<file path="config.mk">
export PLATFORM = sky130hd
export DESIGN_NAME = motor_emf_multi
export DESIGN_NICKNAME = d
export VERILOG_FILES = /design/src/rtl/motor_emf_multi.sv
export SDC_FILE = /design/constraint.sdc
export NUM_CORES = 1
export LEC_CHECK = 0
export ABC_AREA = 1
export CELL_PAD_IN_SITES_DETAIL_PLACEMENT = 1
export CELL_PAD_IN_SITES_GLOBAL_PLACEMENT = 1
export CORE_AREA = 2 2 243 245
export DETAILED_ROUTE_END_ITERATION = 10
export DIE_AREA = 0 0 245 247
export DONT_BUFFER_PORTS = 1
export GPL_TIMING_DRIVEN = 0
export PLACE_DENSITY_LB_ADDON = 0.1
export SYNTH_ARGS = -nofsm -noshare
export SYNTH_HDL_FRONTEND = slang
export SYNTH_SLANG_ARGS = --single-unit
</file>
<file path="constraint.sdc">
create_clock -name clk -period 6.1 [get_ports clk]
set_input_delay 0.915 -clock clk [delete_from_list [all_inputs] [get_ports clk]]
set_output_delay 0.915 -clock clk [all_outputs]
set_load 0.02 [all_outputs]
</file>
<file path="src/rtl/motor_emf_multi.sv">
`timescale 1ns/1ps
`default_nettype none
// ============================================================================
// Module   : motor_emf_multi
// Brief    : Multi-channel back-EMF estimator, bemf = K*cur_cmd - R*cur_fb,
//            one shared registered 16x16 multiplier, atomic result update.
//            Optional macro MOTOR_EMF_SAT_EN clamps negative results to zero.
// Revision : 1.0 - initial release
// ============================================================================
module motor_emf_multi #(
    parameter int          NUM_CH    = 4,
    parameter logic [15:0] K_DEFAULT = 16'd48896,
    parameter logic [15:0] R_DEFAULT = 16'd2030
) (
    input  logic                   clk,
    input  logic                   reset,
    input  logic                   val_ready,
    input  logic [16*NUM_CH-1:0]   cur_cmd,
    input  logic [16*NUM_CH-1:0]   cur_fb,
    input  logic                   coef_wr,
    input  logic                   coef_sel,
    input  logic [2:0]             coef_ch,
    input  logic [15:0]            coef_data,
    output logic                   coef_ack,
    output logic                   emf_busy,
    output logic                   emf_ready,
    output logic [17*NUM_CH-1:0]   emf_out,
    output logic [NUM_CH-1:0]      emf_overflow,
    output logic                   sample_drop
);

    localparam int                c_ch_w     = (NUM_CH > 1) ? $clog2(NUM_CH) : 1;
    localparam logic [c_ch_w-1:0] c_last_ch  = c_ch_w'(NUM_CH - 1);
    localparam logic [c_ch_w-1:0] c_ch_one   = c_ch_w'(1);
    localparam logic [3:0]        c_num_ch   = 4'(NUM_CH);

    localparam logic [2:0] c_st_idle    = 3'd0;
    localparam logic [2:0] c_st_mul_cmd = 3'd1;
    localparam logic [2:0] c_st_mul_fb  = 3'd2;
    localparam logic [2:0] c_st_write   = 3'd3;
    localparam logic [2:0] c_st_done    = 3'd4;

    logic [2:0]             r_state;
    logic [c_ch_w-1:0]      r_ch;
    logic                   r_val_last;
    logic                   r_busy;
    logic                   r_ready;
    logic                   r_ack;
    logic                   r_drop;
    logic [15:0]            r_k;
    logic [16*NUM_CH-1:0]   r_rcoef;
    logic [16*NUM_CH-1:0]   r_cap_cmd;
    logic [16*NUM_CH-1:0]   r_cap_fb;
    logic [31:0]            r_prod;
    logic [15:0]            r_cmd_term;
    logic [17*NUM_CH-1:0]   r_shadow;
    logic [NUM_CH-1:0]      r_shadow_ovf;
    logic [17*NUM_CH-1:0]   r_emf;
    logic [NUM_CH-1:0]      r_ovf;

    logic                   w_rise;
    logic                   w_trig;
    logic                   w_coef_ok;
    logic [15:0]            w_mul_a;
    logic [15:0]            w_mul_b;
    logic [16:0]            w_raw;
    logic [16:0]            w_res;

    assign w_rise    = val_ready & ~r_val_last;
    assign w_trig    = w_rise & ~r_busy;
    // Out-of-range R writes are dropped silently; K writes ignore coef_ch.
    assign w_coef_ok = coef_wr & ~r_busy & ~w_trig
                     & (coef_sel | ({1'b0, coef_ch} < c_num_ch));

    // The single multiplier is steered between the command and feedback terms.
    assign w_mul_a = (r_state == c_st_mul_fb) ? r_cap_fb[r_ch*16 +: 16] : r_cap_cmd[r_ch*16 +: 16];
    assign w_mul_b = (r_state == c_st_mul_fb) ? r_rcoef[r_ch*16 +: 16]  : r_k;

    assign w_raw = {1'b0, r_cmd_term} - {1'b0, r_prod[31:16]};
`ifdef MOTOR_EMF_SAT_EN
    assign w_res = w_raw[16] ? 17'h00000 : w_raw;
`else
    assign w_res = w_raw;
`endif

    always_ff @(posedge clk) begin
        if (reset) begin
            r_state      <= c_st_idle;
            r_ch         <= '0;
            r_val_last   <= 1'b0;
            r_busy       <= 1'b0;
            r_ready      <= 1'b0;
            r_ack        <= 1'b0;
            r_drop       <= 1'b0;
            r_k          <= K_DEFAULT;
            r_rcoef      <= {NUM_CH{R_DEFAULT}};
            r_cap_cmd    <= '0;
            r_cap_fb     <= '0;
            r_prod       <= '0;
            r_cmd_term   <= '0;
            r_shadow     <= '0;
            r_shadow_ovf <= '0;
            r_emf        <= '0;
            r_ovf        <= '0;
        end else begin
            r_val_last <= val_ready;
            // Busy lags the FSM by one cycle so it stays high through DONE.
            r_busy     <= (r_state != c_st_idle);
            r_ready    <= 1'b0;
            r_ack      <= w_coef_ok;
            r_prod     <= {16'b0, w_mul_a} * {16'b0, w_mul_b};

            if (w_rise && r_busy) begin
                r_drop <= 1'b1;
            end

            if (w_coef_ok) begin
                if (coef_sel) begin
                    r_k <= coef_data;
                end else begin
                    r_rcoef[coef_ch*16 +: 16] <= coef_data;
                end
            end

            case (r_state)
                c_st_idle: begin
                    if (w_trig) begin
                        r_cap_cmd <= cur_cmd;
                        r_cap_fb  <= cur_fb;
                        r_ch      <= '0;
                        r_state   <= c_st_mul_cmd;
                    end
                end
                c_st_mul_cmd: begin
                    r_state <= c_st_mul_fb;
                end
                c_st_mul_fb: begin
                    r_cmd_term <= r_prod[31:16];
                    r_state    <= c_st_write;
                end
                c_st_write: begin
                    r_shadow[r_ch*17 +: 17] <= w_res;
                    r_shadow_ovf[r_ch]      <= w_raw[16];
                    if (r_ch == c_last_ch) begin
                        r_state <= c_st_done;
                    end else begin
                        r_ch    <= r_ch + c_ch_one;
                        r_state <= c_st_mul_cmd;
                    end
                end
                c_st_done: begin
                    r_emf   <= r_shadow;
                    r_ovf   <= r_shadow_ovf;
                    r_ready <= 1'b1;
                    r_state <= c_st_idle;
                end
                default: begin
                    r_state <= c_st_idle;
                end
            endcase
        end
    end

    assign coef_ack     = r_ack;
    assign emf_busy     = r_busy;
    assign emf_ready    = r_ready;
    assign emf_out      = r_emf;
    assign emf_overflow = r_ovf;
    assign sample_drop  = r_drop;

endmodule
`default_nettype wire

</file>
==> summary.txt <==
Clocking
  • Clock latency of the later-clocked register in the worst-skew pair: 0.62 ns
  • Number of CTS-inserted buffers: 46
  • Clk root buf: clkbuf_16
  • Number of buffers between clock root and the deepest sink: 3
  • Sink count of the clock tree: 394
  • Number of buffers added to fix hold violations after cts: 0
  • H-tree Lvls: 2
  • Clk pin slew, worst setup/hold paths: 0.07 ns
  • TritonCTS clock tree: built

Global routing
  • Via count of the first global-routing pass: 25041
  • First-pass GRT wire length: 147 mm
  • Pin count of the biggest net entering global routing: 15
  • GRT overflow: 0
  • Overall track demand over capacity in global routing: 0.319
  • Antenna violations before repair: 7

Synth
  • #FFs+latches synth: 394
  • Post-Syn Nets: 3745
  • Top cells by area, synth: dfxtp_1, fa_1, nor2_1
  • Dominant synthesized flop cell: dfxtp_1
  • Most frequent cell after synthesis: nor2_1
  • Syn Inst Count: 3272
  • Dominant cell type by area after synthesis: dfxtp_1
  • Share of flip-flops with an asynchronous set or reset: 0
  • Sequential share of the synthesized area: 0.321
  • Synth Cell Area: 24600 sq um
  • Number of synthesized flops with an enable pin: 0
  • Distinct cell type count after synthesis: 48
  • Synth top area share: 0.321
  • Most frequent cells after synthesis: nor2_1, nand2_1, dfxtp_1, inv_1, o21ai_0
  • Average instance area after synthesis: 7.52 sq um
  • Yosys warning total: 0

Worst setup path
  • Data arrival time of the critical path: 7.24 ns
  • Critical path start-end classification: reg2reg
  • Maximum fanout along the worst path: 7
  • Worst setup SP type: flip-flop
  • Critical path capture point type: flip-flop
  • Highest cell delay on the worst timing path: 0.55 ns
  • Required time of the critical path: 6.57 ns
  • Critical-path top delay cell: fa_1
  • Library cell appearing most often on the critical path: fa_1

Routing
  • Number of nets still failing antenna checks after routing: 0
  • First-iteration detailed-routing DRC count: 1652
  • Number of detailed-route iterations in the first pass: 5
  • Drt via density: 5.52
  • Average detailed-routed wire length per instance: 23.1 um
  • Vias after detailed routing: 23499
  • Wire length after detailed routing: 98.2 mm
  • Drc violations: 0

Flow run
  • Maximum capacitance violations: 0

Die
  • Core Footprint: 58200 sq um
  • Number of cell rows: 89
  • Effective utilization at floorplan: 0.422
  • Floorplan die height: 247 um
  • Total Die Area: 60500 sq um
  • Ports placed on the boundary: 228
  • Width of the die: 245 um

Outcome
  • Violations in the final reports: negative setup slack
  • Outcome: finished with violations

Placement
  • RD Place Congestion: 0.961
  • Inst Count DP: 4045
  • Number of port buffers: 0
  • Placed wire-length estimate: 73.2 mm

Layout
  • Fraction of final layout cells sized beyond drive strength 1: 0.162
  • Area growth, synth to finish: 22.6%
  • Post-route insts no fill: 4258
  • Number of nets in the finished design: 3920

Timing
  • Count of endpoints failing setup in the final report: 16
  • Post-route minimum period: 6.77 ns
  • Relative slew slack: 0.224
  • Total Negative Setup Slacks: -7.93 ns
  • Final hold viol count: 0
  • Fraction of the cycle the final worst path needs: 1.11
  • Worst Tran Pin Value: 1.16 ns
  • Worst clock skew: 0.0501 ns
  • PnR worst setup slack: -0.670 ns
  • Achievable frequency: 148 MHz
  • RSZ-0062 raised after global routing: true
  • Max Slew Vio Count: 0

Min path
  • HP Class: in2reg
[layout make-up]
class / instances / area, sq um
clock inverter: 15 / 213
timing repair buffer: 129 / 1270
sequential: 394 / 7900
inverter: 392 / 1540
clock buffer: 69 / 1360
antenna: 2 / 5.00
multi-input combinational: 2322 / 15900
tap: 773 / 967
fill: 7041 / 28100
buffer: 162 / 1020
[logic make-up (layout without fill, tap and decap cells)]
group / count (synthesis) / in the layout / synth area share
AO/OA/AOI/OAI: 666 / 666 / 0.154
XOR/XNOR: 15 / 15 / 0.00534
adder cells (fa/ha/maj): 321 / 321 / 0.222
buffers and inverters: 556 / 767 / 0.0876
flip-flops: 394 / 394 / 0.321
other: 0 / 2 / 0
AND/OR/NAND/NOR: 1320 / 1320 / 0.210
[worst max-delay path, delay by kind of cell, from the launching register on]
family                   cells  cell delay, ns
AND/OR/NAND/NOR              9            0.76
buffers and inverters        9            0.89
adder cells (fa/ha/maj)      7            3.32
AO/OA/AOI/OAI                7            1.31
flip-flops                   1            0.35
[metal layers]
layer	GRT usage	vias to the layer above	part of all wire
met5	0	-	0.00055
met4	0.103	8	0.034
met3	0.0593	207	0.063
met2	0.549	673	0.48
met1	0.404	11821	0.42
li1	-	10790	-
[timing repair]
action / CTS / global route
setup buffers: 104 / 26
gates cloned: 4 / 2
resized for setup: 324 / 153
pin swaps: 128 / 93
endpoints found under the setup margin: 16 / 16
[state kept, by name (all words and copies together) (netlist names)]
name	flops
r_val_last	1
r_k	16
r_cap_cmd	64
emf_ready	1
r_cmd_term	16
coef_ack	1
sample_drop	1
emf_overflow	4
r_cap_fb	64
r_rcoef	64
r_ch	2
r_state	3
r_shadow_ovf	4
r_prod	16
emf_out	68
emf_busy	1
r_shadow	68
[layout by cell type (no fill, tap or decap), types with 10 or more instances in the layout]
cell / count
ha_4: 17
a32o_1: 19
dfxtp_1: 390
inv_2: 48
fa_1: 177
clkbuf_16: 48
xor2_1: 10
o21ai_2: 14
inv_4: 12
buf_4: 97
inv_1: 319
nand3_1: 64
fa_2: 17
nor3_1: 12
clkbuf_8: 14
nor2_2: 27
o211ai_1: 34
nor2_1: 577
buf_12: 15
a21oi_4: 15
nand2_1: 554
a21oi_1: 191
buf_6: 44
a32o_2: 15
clkbuf_1: 116
ha_1: 109
o21ai_4: 27
a21oi_2: 23
nand2_2: 28
nand4_1: 10
nor2_4: 17
o21ai_0: 277
nand2_4: 11
[path summary, 6_finish.rpt]
path | depth (start not counted) | from | slack [ns] | end
worst max register to register | 32 | r_state[0]$_SDFFE_PP0P_ | -0.67 | r_prod[25]$_SDFF_PP0_
worst min-delay path | 2 | cur_cmd[58] | 0.44 | r_cap_cmd[58]$_SDFFE_PP0P_
worst max-delay path | 32 | r_state[0]$_SDFFE_PP0P_ | -0.67 | r_prod[25]$_SDFF_PP0_
worst min register to register | 2 | r_prod[31]$_SDFF_PP0_ | 0.46 | r_cmd_term[15]$_SDFFE_PP0P_
[stage by stage]
step	cell area (sq um)	setup WS, ns	utilization	hold slack [ns]
after floorplan	24800	-0.00676	-	0.425
after global placement	25700	-1.69	0.442	0.438
after detailed placement	25700	-1.69	0.442	0.453
after CTS	29400	-0.523	0.504	0.414
after global routing	30100	-0.827	0.518	0.425
final	30100	-0.670	0.518	0.435
Power is not shown: default switching activity piles up to over one toggle a cycle in this logic, so the estimate is an artifact.
